$ cat src/rtl/dispatch_ctrl.sv
// Dispatch controller: holds one decoded instruction, allocates a ROB tag and
// steers it to the RS or LSB, back-pressuring the decoder when a target is full.
module dispatch_ctrl #(
    parameter int ROB_IDX_W = 4,
    parameter int ROB_SLOTS = 15
) (
    input  logic                 clk_in,
    input  logic                 rst_in,
    input  logic                 rdy_in,
    input  logic                 clear_in,
    input  logic                 dc_valid,
    input  logic [1:0]           dc_class,
    output logic                 dc_accept,
    input  logic                 rob_commit,
    input  logic                 rs_full,
    input  logic                 lsb_full,
    output logic                 rob_alloc,
    output logic                 rs_issue,
    output logic                 lsb_issue,
    output logic [ROB_IDX_W-1:0] issue_tag,
    output logic [15:0]          stall_cnt,
    output logic [1:0]           state_dbg
);

    typedef enum logic [1:0] {
        S_EMPTY = 2'd0,
        S_HOLD  = 2'd1,
        S_FLUSH = 2'd2
    } state_t;

    localparam logic [1:0]           CLS_RS   = 2'd0;
    localparam logic [1:0]           CLS_DROP = 2'd3;
    localparam logic [ROB_IDX_W-1:0] SLOTS    = ROB_IDX_W'(ROB_SLOTS);
    localparam logic [ROB_IDX_W-1:0] TAG_ONE  = ROB_IDX_W'(1);

    state_t               state;
    logic [1:0]           held_class;
    logic [ROB_IDX_W-1:0] tail;
    logic [ROB_IDX_W-1:0] count;

    logic active;
    logic target_full;
    logic go;
    logic take;
    logic commit_ok;

    // Handshake: the decoder's instruction moves into the holding slot at any
    // clock edge where dc_accept && dc_valid; dc_accept never depends on dc_valid.
    // Reset and flush suppress every strobe in the cycle they are asserted.
    assign active      = rdy_in && !clear_in && !rst_in;
    assign target_full = (held_class == CLS_RS) ? rs_full : lsb_full;
    assign go          = active && (state == S_HOLD) && (count < SLOTS) && !target_full;
    assign dc_accept   = active && (state != S_FLUSH) && ((state == S_EMPTY) || go);
    assign take        = dc_accept && dc_valid && (dc_class != CLS_DROP);
    assign commit_ok   = rob_commit && (count != '0);

    assign rob_alloc = go;
    assign rs_issue  = go && (held_class == CLS_RS);
    assign lsb_issue = go && (held_class != CLS_RS);
    assign issue_tag = tail;
    assign state_dbg = state;

    always_ff @(posedge clk_in) begin
        if (rst_in) begin
            state      <= S_EMPTY;
            held_class <= CLS_RS;
            tail       <= TAG_ONE;
            count      <= '0;
            stall_cnt  <= '0;
        end else if (rdy_in) begin
            if (clear_in) begin
                state <= S_FLUSH;
                tail  <= TAG_ONE;
                count <= '0;
            end else begin
                if (go) begin
                    tail <= (tail == SLOTS) ? TAG_ONE : tail + TAG_ONE;
                end
                // A commit and an allocation in the same cycle cancel out.
                case ({go, commit_ok})
                    2'b10:   count <= count + TAG_ONE;
                    2'b01:   count <= count - TAG_ONE;
                    default: count <= count;
                endcase
                if ((state == S_HOLD) && !go && (stall_cnt != 16'hFFFF)) begin
                    stall_cnt <= stall_cnt + 16'd1;
                end
                case (state)
                    S_EMPTY: begin
                        if (take) begin
                            state      <= S_HOLD;
                            held_class <= dc_class;
                        end
                    end
                    S_HOLD: begin
                        if (take) begin
                            held_class <= dc_class;
                        end else if (go) begin
                            state <= S_EMPTY;
                        end
                    end
                    default: state <= S_EMPTY;
                endcase
            end
        end
    end

endmodule
$ cat config.mk
export PLATFORM = sky130hd
export DESIGN_NAME = dispatch_ctrl
export DESIGN_NICKNAME = d
export VERILOG_FILES = /design/src/rtl/dispatch_ctrl.sv
export SDC_FILE = /design/constraint.sdc
export NUM_CORES = 1
export LEC_CHECK = 0
export CORE_ASPECT_RATIO = 1.75
export CORE_UTILIZATION = 50
export CTS_CLUSTER_DIAMETER = 30
export DETAILED_ROUTE_END_ITERATION = 6
export PLACE_DENSITY = 0.8
export SYNTH_ARGS = -nofsm -noshare
export SYNTH_HDL_FRONTEND = slang
export SYNTH_SLANG_ARGS = --single-unit
$ cat constraint.sdc
create_clock -name clk_in -period 3.1 [get_ports clk_in]
set_input_delay 0.31 -clock clk_in [delete_from_list [all_inputs] [get_ports clk_in]]
set_output_delay 0.31 -clock clk_in [all_outputs]
set_load 0.01 [all_outputs]
Word level (Yosys, flattened, before mapping)

Cells that the tools add are included.

Add/subtract/negate cells: 4
$lt $le $gt $ge: 1
Eq/ne operators: 10
Muxes and demuxes: 11
Bitwise gates (word level): 1
Reduce and logical (&&, ||, !) cells: 31

Operators by type and width:

| cell                                                                  | count |
|---|---|
| 16-bit by 1-bit adder with 16-bit output, second input constant       | 1 |
| 4-bit two-way mux                                                     | 4 |
| 16-bit != test, second input constant                                 | 1 |
| 1-bit logical AND                                                     | 14 |
| 3-bit != test, second input constant                                  | 3 |
| 4-bit by 1-bit adder with 4-bit output, second input constant         | 2 |
| 2-bit two-way mux                                                     | 4 |
| 4-bit one-hot mux with 2 select lines                                 | 1 |
| 4-bit AND reduction                                                   | 2 |
| 2-bit by 1-bit equality test with 1-bit output, second input constant | 2 |
| 4-bit equality test, second input constant                            | 1 |
| 1-bit logical NOT                                                     | 4 |
| 2-bit logical NOT                                                     | 2 |
| 4-bit < comparator, second input constant                             | 1 |
| 2-bit != test, second input constant                                  | 2 |
| 2-bit one-hot mux with 2 select lines                                 | 1 |
| 2-bit AND reduction                                                   | 2 |
| 2-bit nonzero test                                                    | 2 |
| 4-bit nonzero test                                                    | 1 |
| 4-bit by 1-bit subtractor with 4-bit output, second input constant    | 1 |
| 3-bit AND reduction                                                   | 1 |
| 3-bit nonzero test                                                    | 1 |
| 2-bit equality test, second input constant                            | 1 |
| 2-bit OR reduction                                                    | 1 |
| other kinds (3)                                                       | 3 |

Bits in registers: 28
Input port bits: 10
Output and inout bits: 26
Word-level logic and storage cells: 63

Depth between registers and ports, before layout

Gate-level depths: netlist (run 1).

Word-level depth: 13
Gate-level depth with buffers: 11
Depth with buffers taken out: 9

Least setup slack after synthesis (run 1)

Ideal clock, no wire load.

Path kind: input port to flip-flop
Start: input clear_in
End: register count[3]
Library setup time: 0.074 ns
Data arrival time: 2.353 ns
Required time: 3.026 ns
Path slack: 0.673 ns
Cell stages on the path: 11
Buffers on the path: 2
Cell sequence: buf_6 -> and4bb_2 -> o211ai_2 -> inv_2 -> buf_2 -> nor2_1 -> ha_1 -> o21ai_0 -> a211o_1 -> a21bo_2 -> a31oi_1

Word-level cells in the longest chain between the ends: 9
Elaborated cells between the ends (all ways): 12
Classes of those cells: eq/ne (2); mux (2); reduce/logical (8)

Ends and longest elaborated chain:

| what                                                                                         | RTL line | source |
|---|---|---|
| start: declaration                                                                           | 10       | `input logic clear_in,` |
| 1-bit logical NOT (*)                                                                        | 50       | `assign active = rdy_in && !clear_in && !rst_in;` |
| 1-bit logical AND (*) (2 in series)                                                          | 50       |  |
| 1-bit logical AND (*) (3 in series)                                                          | 52       | `assign go = active && (state == S_HOLD) && (count < SLOTS) && !target_full;` |
| net rob_alloc                                                                                | 17       | `output logic rob_alloc,` |
| 2-bit by 1-bit equality test with 1-bit output / 2-bit equality test (equally long branches) | 80       | `case ({go, commit_ok})` |
| 4-bit one-hot mux with 2 select lines / 3-bit nonzero test (equally long branches)           | -        |  |
| 4-bit two-way mux / 2-bit AND reduction (equally long branches)                              | -        |  |
| end signal: assignment                                                                       | 81       | `2'b10: count <= count + TAG_ONE;` |
| end signal: assignment                                                                       | 82       | `2'b01: count <= count - TAG_ONE;` |
| end signal: assignment                                                                       | 83       | `default: count <= count;` |
| end: declaration                                                                             | 39       | `logic [ROB_IDX_W-1:0] count;` |

The timed path passes the listed nets; every way through them passes the cells marked *.
A chain may end at the register's enable or synchronous reset.

Final worst setup path (run 1)

Start: input clear_in
End: output dc_accept

Word-level cells in the longest chain between the ends: 8
Elaborated cells between the ends (all ways): 9
Classes of those cells: reduce/logical (9)

Ends and longest elaborated chain:

| what                                | RTL line | source |
|---|---|---|
| 1-bit logical NOT (*)               | 50       |  |
| 1-bit logical AND (*) (2 in series) | 50       |  |
| 1-bit logical AND (3 in series)     | 52       |  |
| 1-bit logical OR                    | 53       | `assign dc_accept = active && (state != S_FLUSH) && ((state == S_EMPTY) \|\| go);` |
| 1-bit logical AND (*)               | 53       |  |
| end: declaration                    | 13       | `output logic dc_accept,` |

Every way passes the cells marked *; elsewhere a longest branch is shown, timed or not.

==> metrics.log, run 1 <==
[metrics] run status: completed
[metrics] FFs w/ async S/R, synth: 0
[metrics] worst min-delay path startpoint: count[3]
[metrics] Worst Setup End Kind: primary output
[metrics] Clock Root Buffer: sky130_fd_sc_hd__clkbuf_8
[metrics] Max FO, Critical Path: 12
[metrics] fraction of final layout cells sized beyond drive strength 1: 0.08969
[metrics] max-slew violation total from the final report: 0
[metrics] Worst slew margin: 0.5862
[metrics] Fin Setup TNS: 0 ns
[metrics] reported max-cap violation count: 0
[metrics] class of the most critical hold timing path: register to register
[metrics] area of the core region: between 2000 and 3000 um2
[metrics] critical path type: input pin to primary output
[metrics] height of the die: roughly 76 um
[metrics] number of antenna violations at the first check in global routing: 0
[metrics] RSZ-0062 raised after global routing: false
[metrics] Synth area leader: sky130_fd_sc_hd__dfxtp_1
[metrics] sequential cell area fraction in the yosys report: 0.3542
[metrics] GRT Util Overall: 0.2452
[metrics] Setup crit start kind: input pin
[metrics] buffer count from post-CTS setup fixing: 0
[metrics] post-DR vias/cell: about 5.8
[metrics] Pwr per Cell Area: ~300 nW/um2
[metrics] Die W: about 45 um
[metrics] end of the worst register-to-register path: count[3]
[metrics] maximum clock rate: roughly 370 MHz
[metrics] ranking of synthesized cells by instance count: sky130_fd_sc_hd__dfxtp_1 (28), sky130_fd_sc_hd__nor2_1 (23), sky130_fd_sc_hd__nand2_1 (13), sky130_fd_sc_hd__o21ai_0 (9), sky130_fd_sc_hd__xnor2_1 (9)
[metrics] TritonCTS buffer count: 3
[metrics] number of global-route vias before repair: between 1.5k and 2k
[metrics] Worst EP arrival: about 2.4 ns
[metrics] via count: about 1.5k
[metrics] fraction of the core area covered by cells at the end of the flow: 0.6893
[metrics] number of rows created at floorplan: 26
[metrics] skew final: roughly 0.0052 ns
[metrics] post-CTS clock slew at the launch and capture registers of the worst setup and hold paths: about 0.09 ns
[metrics] hold depth: 1
[metrics] worst vdd ir: 0.2992 mV
[metrics] die area: 3403 um2
[metrics] Clock Latency Late Sink: around 0.27 ns
[metrics] endpoints failing setup: 0
[metrics] deepest clock path buffer count: 2
[metrics] Final Hold Violating Endpoints: 0
[metrics] Resized Gates After CTS: 0
[metrics] number of nets with antenna violations after detailed routing: 0
[metrics] overall routed net length: between 3000 and 4000 um
[metrics] worst-case hold path end point: count[3]
[metrics] effective utilization at floorplan: 0.5347
[metrics] number of ports placed on the die boundary: 36
[metrics] routed wire length per instance: 14.86 um
[metrics] post-route fraction of the period consumed by the critical path: 0.8787
[metrics] area added between synthesis and finish: 28.93%
[metrics] most instantiated flip-flop cell in the synthesis netlist: sky130_fd_sc_hd__dfxtp_1
[metrics] cell leakage power: about 0.00073 uW
[metrics] maximum number of pins on one net before global-route repair: 35
[metrics] Yosys top cell area share: 0.3542
[metrics] cell area after synthesis: 1583 um2
[metrics] Final Net Count: about 240
[metrics] Post-route DRC: 0
[metrics] Seq cells post-synth: 28
[metrics] number of design-rule violations left by the first detailed-router iteration: 32
[metrics] Ant. Diodes: 0
[metrics] placed wire-length estimate: 2961 um
[metrics] Mapped Cells: 186
[metrics] Crit Reg-Reg Startpoint: count[0]
[metrics] number of different library cells in the post-synthesis netlist: 46
[metrics] average cell area after synthesis: between 8 and 9 um2
[metrics] depth of the worst register-to-register path: 7
[metrics] clock tree from TritonCTS: built
[metrics] count of buffers from port buffering: 35
[metrics] number of clock sinks: 28
[metrics] number of buffers added to fix hold violations after cts: 0
[metrics] post-synth net total: 200
[metrics] actual slew at the worst max-slew pin: 0.6140 ns
[metrics] cell types with the largest area share after synthesis: sky130_fd_sc_hd__dfxtp_1 (35%), sky130_fd_sc_hd__nor2_1 (5.5%), sky130_fd_sc_hd__xnor2_1 (5.0%)
[metrics] setup slack of the worst register-to-register path: 0.65 ns
[metrics] Synthesis Warnings: 0
[metrics] global route overflow: 0
[metrics] clock period minus worst slack: approximately 2.7 ns
[metrics] first-pass GRT wire length: about 6500 um
[metrics] GPL Wtd Cong: about 0.9
[metrics] data required time of the critical path: approximately 2.8 ns
[metrics] number of synthesized flops with an enable pin: 0
[metrics] Pre-antenna DRT Iters: 4
[metrics] Clock H-tree levels: 1
[metrics] cell with the most instances after synthesis: sky130_fd_sc_hd__dfxtp_1
-- flip-flops by register name, summed over array words and instances (netlist names) --
signal and flops:
stall_cnt 16, count 4, issue_tag 4, held_class 2, state_dbg 2
-- worst max path at each step --
stage	start	endpoint	slack [ns]	cells after the start
after global routing	clear_in	dc_accept	0.27	7
after CTS	clear_in	dc_accept	0.38	7
final	clear_in	dc_accept	0.38	7
after floorplan	clear_in	count[3]	0.67	11
after detailed placement	clear_in	count[3]	0.22	10
after global placement	clear_in	count[3]	0.36	10
-- cells in the final DEF (no fill, tap or decap), types with 5 or more instances in the layout --
| cell type | Yosys | layout |
|---|---|---|
| sky130_fd_sc_hd__nand3_1 | 8 | 8 |
| sky130_fd_sc_hd__o21ai_0 | 9 | 9 |
| sky130_fd_sc_hd__nor2_1 | 23 | 23 |
| sky130_fd_sc_hd__xnor2_1 | 9 | 9 |
| sky130_fd_sc_hd__dfxtp_1 | 28 | 28 |
| sky130_fd_sc_hd__nor2b_1 | 7 | 7 |
| sky130_fd_sc_hd__inv_1 | 5 | 5 |
| sky130_fd_sc_hd__clkdlybuf4s50_1 | 0 | 35 |
| sky130_fd_sc_hd__buf_4 | 0 | 5 |
| sky130_fd_sc_hd__or4_1 | 5 | 5 |
| sky130_fd_sc_hd__mux2i_1 | 5 | 5 |
| sky130_fd_sc_hd__a21oi_1 | 8 | 8 |
| sky130_fd_sc_hd__nand2_1 | 13 | 13 |
-- cell type report --
class                           instances  area, um2
Fill cell                             232      919.6
Clock buffer                            4      55.05
Tap cell                               42      52.55
Inverter                                6      22.52
Multi-Input combinational cell        145      962.2
Timing Repair Buffer                   40      387.9
Sequential cell                        28      560.5
-- kinds of logic (layout without fill, tap and decap cells) --
logic type	Yosys count	in the layout	share of synthesized area
AOI/OAI and AO/OA	45	45	0.2079
xor gates and xnor gates	10	10	0.05534
adders and majority gates	4	4	0.03162
buffers and inverters	13	50	0.03794
DFF	28	28	0.3542
muxes	10	10	0.06719
and+or+nand+nor	76	76	0.2458
-- power breakdown --
part,switching (uW),internal (uW),total [uW]
logic,21.9,23.2,45.1
clock network,105,113,218
registers,2.17,361,363
-- critical path, stage by stage --
cell and delay, ns:
sky130_fd_sc_hd__clkdlybuf4s50_1 0.55, sky130_fd_sc_hd__and4bb_2 0.41, sky130_fd_sc_hd__o211ai_2 0.20, sky130_fd_sc_hd__inv_2 0.10, sky130_fd_sc_hd__buf_4 0.18, sky130_fd_sc_hd__o21a_1 0.14, sky130_fd_sc_hd__clkdlybuf4s50_1 0.52
-- metal layers --
metal | share of wire | up-vias | track usage
li1 | - | 752 | -
met1 | 0.41 | 732 | 0.2627
met2 | 0.54 | 47 | 0.4500
met3 | 0.034 | 8 | 0.02133
met4 | 0.018 | 0 | 0.1152
met5 | 0 | - | 0
-- stage by stage --
step / setup slack, ns / power (uW) / hold slack [ns] / std cells / instance area, um2
after detailed placement: 0.2249 / 416.1 / 0.5067 / 261 / 1986
final: 0.3762 / 626.5 / 0.5338 / 265 / 2041
after global placement: 0.3628 / 415.0 / 0.4920 / 261 / 1986
after floorplan: 0.6727 / 394.7 / 0.4572 / 186 / 1583
after global routing: 0.2717 / 653.5 / 0.5593 / 265 / 2041
after CTS: 0.3812 / 636.4 / 0.5305 / 265 / 2041
Power figures use the tool's default switching activity.
==> inputs of run 2 (changes only) <==
--- a/config.mk
+++ b/config.mk
@@ -9,6 +9,7 @@
 export CORE_UTILIZATION = 50
 export CTS_CLUSTER_DIAMETER = 30
 export DETAILED_ROUTE_END_ITERATION = 6
+export MAX_ROUTING_LAYER = met4
 export PLACE_DENSITY = 0.8
 export SYNTH_ARGS = -nofsm -noshare
 export SYNTH_HDL_FRONTEND = slang
==> run 2 against run 1 <==
Flip-flop and latch count unchanged. Clock power about the same. Sequential share of layout area unchanged. Die area unchanged. Combinational power about the same. Global-route usage increased by 0.83 points. Final area unchanged. Hold slack about the same. Count of clock-buffer cells in the layout unchanged. Highest routed layer unchanged. Critical path type unchanged. Non-clock buffer count unchanged. Worst setup slack about the same. Register-to-register slack about the same.
==> metrics.log, run 2 (synthesized netlist as in run 1, its figures left out) <==
[metrics] run status: completed
[metrics] number of buffers added to fix hold violations after cts: 0
[metrics] reported max-cap violation count: 0
[metrics] Crit path top cell by count: sky130_fd_sc_hd__clkdlybuf4s50_1
[metrics] TritonCTS buffer count: 3
[metrics] Internal Pwr Total: between 400 and 500 uW
[metrics] maximum number of pins on one net before global-route repair: 35
[metrics] Pre-antenna DRT Iters: 4
[metrics] Clock Latency Late Sink: ~0.27 ns
[metrics] Clock H-tree levels: 1
[metrics] post-route fraction of the period consumed by the critical path: 0.8788
[metrics] buffer count from post-CTS setup fixing: 0
[metrics] Final Hold Violating Endpoints: 0
[metrics] number of antenna violations at the first check in global routing: 0
[metrics] maximum clock rate: around 370 MHz
[metrics] ordered list of cells on the worst path: clkdlybuf4s50_1, and4bb_2, o211ai_2, inv_2, buf_4, o21a_1, clkdlybuf4s50_1
[metrics] max-slew violation total from the final report: 0
[metrics] overall routed net length: ~3900 um
[metrics] number of nets with antenna violations after detailed routing: 0
[metrics] RSZ-0062 raised after global routing: false
[metrics] GRT Util Overall: 0.2536
[metrics] Placement Setup Slack: between 0.2 and 0.25 ns
[metrics] Sequential Power Share: 0.578
[metrics] Pwr per Cell Area: ~310 nW/um2
[metrics] Fin Setup TNS: 0 ns
[metrics] final setup slack of the worst path: ~0.38 ns
[metrics] deepest clock path buffer count: 2
[metrics] Critical Path Slowest Stage Cell: sky130_fd_sc_hd__clkdlybuf4s50_1
[metrics] fraction of final layout cells sized beyond drive strength 1: 0.08969
[metrics] endpoints failing setup: 0
[metrics] Setup crit start kind: input pin
[metrics] effective utilization at floorplan: 0.5347
[metrics] routed wire length per instance: 14.80 um
[metrics] clock period minus worst slack: approximately 2.7 ns
[metrics] Worst EP arrival: about 2.4 ns
[metrics] first-pass GRT wire length: 6541 um
[metrics] number of global-route vias before repair: ~1.5k
[metrics] Resized Gates After CTS: 0
[metrics] global route overflow: 0
[metrics] switching power: around 130 uW
[metrics] Finished Cell Area: around 2000 um2
[metrics] post-DR vias/cell: 5.777
[metrics] fillcell total: 232
[metrics] area of the core region: slightly below 3000 um2
[metrics] post-CTS clock slew at the launch and capture registers of the worst setup and hold paths: 0.09 ns
[metrics] top library cells by usage in the layout, fill and taps aside: sky130_fd_sc_hd__clkdlybuf4s50_1 (35), sky130_fd_sc_hd__dfxtp_1 (28), sky130_fd_sc_hd__nor2_1 (23)
[metrics] actual slew at the worst max-slew pin: a little over 0.6 ns
[metrics] number of clock sinks: 28
[metrics] placed wire-length estimate: 2961 um
[metrics] count of buffers from port buffering: 35
[metrics] Max FO, Critical Path: 12
[metrics] combinational cell fraction of total power: 0.072
[metrics] cell leakage power: 0.0007281 uW
[metrics] delay-heaviest family, CP: buffers and inverters
[metrics] area added between synthesis and finish: 28.93%
[metrics] number of rows created at floorplan: 26
[metrics] Placed Instance Area: 1986 um2
[metrics] Post-route DRC: 0
[metrics] largest reg by FF count: stall_cnt
[metrics] skew final: 0.003036 ns
[metrics] number of design-rule violations left by the first detailed-router iteration: 28
[metrics] Worst slew margin: 0.5862
[metrics] Ant. Diodes: 0
[metrics] Worst Setup End Kind: primary output
[metrics] maximum cell stage delay along the critical path: 0.55 ns
[metrics] die area: about 3400 um2
[metrics] Final Net Count: approximately 240
[metrics] buffering stage count on the worst path with inverters included: 4
[metrics] class of the most critical hold timing path: register to register
[metrics] critical path type: input pin to primary output
[metrics] data required time of the critical path: ~2.8 ns
[metrics] worst vdd ir: ~0.3 mV
[metrics] GPL Wtd Cong: between 0.8 and 0.9
[metrics] height of the die: 76.43 um
[metrics] most common cell after layout, fill and taps aside: sky130_fd_sc_hd__clkdlybuf4s50_1
[metrics] number of flip-flops in the largest register: 16
[metrics] via count: roughly 1.5k
[metrics] Clock Root Buffer: sky130_fd_sc_hd__clkbuf_8
[metrics] proportion of total power due to net switching: 0.2079
[metrics] clock power share: 0.350
[metrics] clock tree from TritonCTS: built
[metrics] Die W: about 45 um
[metrics] number of ports placed on the die boundary: 36
run 2: path summary, 6_finish.rpt:
kind / endpoint / startpoint / cells past startpoint / slack, ns
setup / recovery: dc_accept / clear_in / 7 / 0.38
hold / removal: count[3] / count[3] / 1 / 0.53
setup reg to reg: count[3] / count[0] / 7 / 0.65
hold reg to reg: count[3] / count[3] / 1 / 0.53
run 2: worst register-to-register path, cell delays in order, from the launching register on:
cell and delay, ns:
sky130_fd_sc_hd__dfxtp_1 0.39, sky130_fd_sc_hd__o41ai_2 0.66, sky130_fd_sc_hd__nor2_1 0.15, sky130_fd_sc_hd__ha_1 0.36
sky130_fd_sc_hd__o21ai_0 0.13, sky130_fd_sc_hd__a211o_1 0.33, sky130_fd_sc_hd__a21bo_2 0.22, sky130_fd_sc_hd__a31oi_1 0.14
run 2: metal layers:
| metal | part of all wire | routed length [um] | global-route usage |
|---|---|---|---|
| met5 | 0 | 0 | - |
| met3 | 0.031 | 120 | 0.02133 |
| met4 | 0.018 | 72 | 0.1152 |
| met1 | 0.40 | 1584 | 0.2687 |
| met2 | 0.55 | 2144 | 0.4500 |
run 2: power groups by stage:
stage / clock network (uW) / logic (uW) / registers, uW
6_report: 220 / 45.0 / 363
5_1_grt: 242 / 48.2 / 364
4_1_cts: 228 / 44.8 / 363
3_5_place_dp: 0 / 44.5 / 372
3_3_place_gp: 0 / 43.5 / 371
2_1_floorplan: 0 / 23.0 / 372
run 2: area by class of cell:
type	count	area [um2]	share of cell area
timing repair buffer	40	387.9	0.1901
inverter	6	22.52	0.01104
multi-input combinational	145	962.2	0.4715
tap	42	52.55	0.02575
sequential	28	560.5	0.2747
clock buffer	4	55.05	0.02698
run 2: stage by stage:
| step | utilization | power [uW] | std cells | hold WS (ns) |
|---|---|---|---|---|
| 2_1_floorplan | - | 394.7 | 186 | 0.4572 |
| 3_3_place_gp | 0.6708 | 415.0 | 261 | 0.4920 |
| 3_5_place_dp | 0.6708 | 416.1 | 261 | 0.5067 |
| 4_1_cts | 0.6893 | 636.4 | 265 | 0.5305 |
| 5_1_grt | 0.6893 | 653.6 | 265 | 0.5593 |
| 6_report | 0.6893 | 628.3 | 265 | 0.5339 |
==> inputs of run 3 (changes only) <==
--- a/config.mk
+++ b/config.mk
@@ -6,6 +6,7 @@
 export NUM_CORES = 1
 export LEC_CHECK = 0
 export CORE_ASPECT_RATIO = 1.75
+export CORE_MARGIN = 2
 export CORE_UTILIZATION = 50
 export CTS_CLUSTER_DIAMETER = 30
 export DETAILED_ROUTE_END_ITERATION = 6
==> run 3 against run 2 <==
Clock skew shrank 0.0013 ns. Final cell count increased by 0.38%. Critical endpoint unchanged. First-iteration DRC count increased by 32%. Clock power hardly changed. Sequential power barely moved. Sequential share of layout area is essentially flat. Critical path type unchanged. Register-to-register slack improved by 0.02 ns. Non-clock buffer count unchanged. Largest power group unchanged.
==> metrics.log, run 3 (synthesized netlist as in run 1, its figures left out) <==
[metrics] clock tree from TritonCTS: built
[metrics] Die W: approximately 47 um
[metrics] Placed Instance Area: roughly 2000 um2
[metrics] Worst slew margin: 0.5989
[metrics] buffer count from post-CTS setup fixing: 0
[metrics] post-route fraction of the period consumed by the critical path: 0.8476
[metrics] Internal Pwr Total: just under 500 uW
[metrics] ordered list of cells on the worst path: clkdlybuf4s50_1, and4bb_2, o211ai_2, inv_2, buf_4, o21a_1, clkdlybuf4s50_1
[metrics] routed wire length per instance: around 14 um
[metrics] Pwr per Cell Area: slightly above 300 nW/um2
[metrics] maximum clock rate: approximately 380 MHz
[metrics] deepest clock path buffer count: 2
[metrics] endpoints failing setup: 0
[metrics] data required time of the critical path: about 2.8 ns
[metrics] die area: approximately 3600 um2
[metrics] Max FO, Critical Path: 12
[metrics] overall routed net length: 3756 um
[metrics] number of ports placed on the die boundary: 36
[metrics] Clock Latency Late Sink: roughly 0.26 ns
[metrics] number of design-rule violations left by the first detailed-router iteration: 37
[metrics] Fin Setup TNS: 0 ns
[metrics] post-CTS clock slew at the launch and capture registers of the worst setup and hold paths: about 0.090 ns
[metrics] max-slew violation total from the final report: 0
[metrics] worst-case hold path end point: stall_cnt[12]
[metrics] combinational cell fraction of total power: 0.071
[metrics] Critical Path Slowest Stage Cell: sky130_fd_sc_hd__clkdlybuf4s50_1
[metrics] reported max-cap violation count: 0
[metrics] count of buffers from port buffering: 35
[metrics] Finished Cell Area: between 2000 and 2500 um2
[metrics] number of global-route vias before repair: approximately 1.5k
[metrics] number of rows created at floorplan: 27
[metrics] run status: completed
[metrics] Clock Root Buffer: sky130_fd_sc_hd__clkbuf_8
[metrics] Ant. Diodes: 0
[metrics] proportion of total power due to net switching: 0.2041
[metrics] via count: about 1.5k
[metrics] number of clock sinks: 28
[metrics] final std cells w/o fill: 266
[metrics] hold depth: 2
[metrics] worst min-delay path startpoint: stall_cnt[12]
[metrics] first-pass GRT wire length: about 6300 um
[metrics] end of the worst register-to-register path: count[3]
[metrics] TritonCTS buffer count: 3
[metrics] Pre-antenna DRT Iters: 4
[metrics] Resized Gates After CTS: 0
[metrics] post-DR vias/cell: roughly 5.6
[metrics] Worst Setup End Kind: primary output
[metrics] Setup crit start kind: input pin
[metrics] fillcell total: roughly 270
[metrics] number of antenna violations at the first check in global routing: 0
[metrics] buffering stage count on the worst path with inverters included: 4
[metrics] top library cells by usage in the layout, fill and taps aside: sky130_fd_sc_hd__clkdlybuf4s50_1 (35), sky130_fd_sc_hd__dfxtp_1 (28), sky130_fd_sc_hd__nor2_1 (23)
[metrics] class of the most critical hold timing path: register to register
[metrics] fraction of the core area covered by cells at the end of the flow: 0.6642
[metrics] Final Hold Violating Endpoints: 0
[metrics] GPL Wtd Cong: between 0.8 and 0.9
[metrics] GRT Util Overall: 0.2327
[metrics] skew final: 0.001768 ns
[metrics] Crit Reg-Reg Startpoint: count[0]
[metrics] most common cell after layout, fill and taps aside: sky130_fd_sc_hd__clkdlybuf4s50_1
[metrics] number of flip-flops in the largest register: 16
[metrics] cell leakage power: 0.0007274 uW
[metrics] Post-route DRC: 0
[metrics] area of the core region: a little over 3000 um2
[metrics] FF/Latch Area: about 560 um2
[metrics] placed wire-length estimate: between 2000 and 3000 um
[metrics] multi-input logic area: between 900 and 1000 um2
[metrics] maximum cell stage delay along the critical path: ~0.67 ns
[metrics] Worst EP arrival: ~2.3 ns
[metrics] effective utilization at floorplan: 0.5149
[metrics] clock power share: 0.347
[metrics] depth of the worst register-to-register path: 7
[metrics] largest reg by FF count: stall_cnt
[metrics] critical path type: input pin to primary output
[metrics] Clock H-tree levels: 1
[metrics] number of nets with antenna violations after detailed routing: 0
[metrics] Sequential Power Share: 0.582
[metrics] delay-heaviest family, CP: buffers and inverters
[metrics] Crit path top cell by count: sky130_fd_sc_hd__clkdlybuf4s50_1
[metrics] number of buffers added to fix hold violations after cts: 0
[metrics] area added between synthesis and finish: 29.01%
[metrics] clock period minus worst slack: about 2.6 ns
[metrics] fraction of final layout cells sized beyond drive strength 1: 0.08969
[metrics] RSZ-0062 raised after global routing: false
[metrics] switching power: 127.4 uW
[metrics] actual slew at the worst max-slew pin: between 0.5 and 0.6 ns
[metrics] worst vdd ir: slightly above 0.3 mV
[metrics] height of the die: roughly 78 um
[metrics] maximum number of pins on one net before global-route repair: 35
[metrics] placed instance count: 262
[metrics] global route overflow: 0
[metrics] Final Net Count: roughly 240
[metrics] setup slack of the worst register-to-register path: around 0.67 ns
run 3: cell counts in the layout (fill, tap and decap cells not counted):
Identical to the previous run, type by type.
run 3: area by class of cell:
type	count	area share
multi-input cells	145	0.4712
flip-flops and latches	28	0.2745
repair buffers	40	0.1900
clock buffers	4	0.02696
well taps	43	0.02635
inverters	6	0.01103
run 3: worst register-to-register path, stage by stage (launching register included):
cell and delay [ns]:
sky130_fd_sc_hd__dfxtp_1 0.40, sky130_fd_sc_hd__o41ai_2 0.65, sky130_fd_sc_hd__nor2_1 0.15, sky130_fd_sc_hd__ha_1 0.37, sky130_fd_sc_hd__o21ai_0 0.10, sky130_fd_sc_hd__a211o_1 0.33, sky130_fd_sc_hd__a21bo_2 0.21, sky130_fd_sc_hd__a31oi_1 0.16
run 3: stage by stage:
stage | hold WS, ns | worst slack (ns) | power, uW
CTS | 0.5308 | 0.4861 | 632.8
global route | 0.5739 | 0.3977 | 650.9
finish | 0.5283 | 0.4726 | 624.1
global placement | 0.4889 | 0.4744 | 414.6
floorplan | 0.4572 | 0.6727 | 394.7
detailed placement | 0.5116 | 0.3167 | 415.7
run 3: worst max-delay path by stage:
| stage | from | end | cells past startpoint |
|---|---|---|---|
| floorplan | clear_in | count[3] | 11 |
| global placement | rdy_in | count[3] | 10 |
| detailed placement | rdy_in | count[3] | 10 |
| CTS | rdy_in | dc_accept | 7 |
| global route | rdy_in | dc_accept | 7 |
| finish | rdy_in | dc_accept | 7 |
run 3: power groups by stage:
stage               sequential (uW)  clock (uW)  combinational (uW)
finish                          363         217                44.0
global route                    364         239                47.8
CTS                             363         225                44.1
detailed placement              372           0                43.7
global placement                372           0                42.8
floorplan                       372           0                23.0
run 3: metal layers:
| layer | GRT usage | part of all wire | up-vias |
|---|---|---|---|
| li1 | - | - | 755 |
| met1 | 0.2605 | 0.40 | 710 |
| met2 | 0.4097 | 0.57 | 29 |
| met3 | 0.01609 | 0.022 | 2 |
| met4 | 0.08286 | 0.0072 | 0 |
| met5 | - | 0 | - |
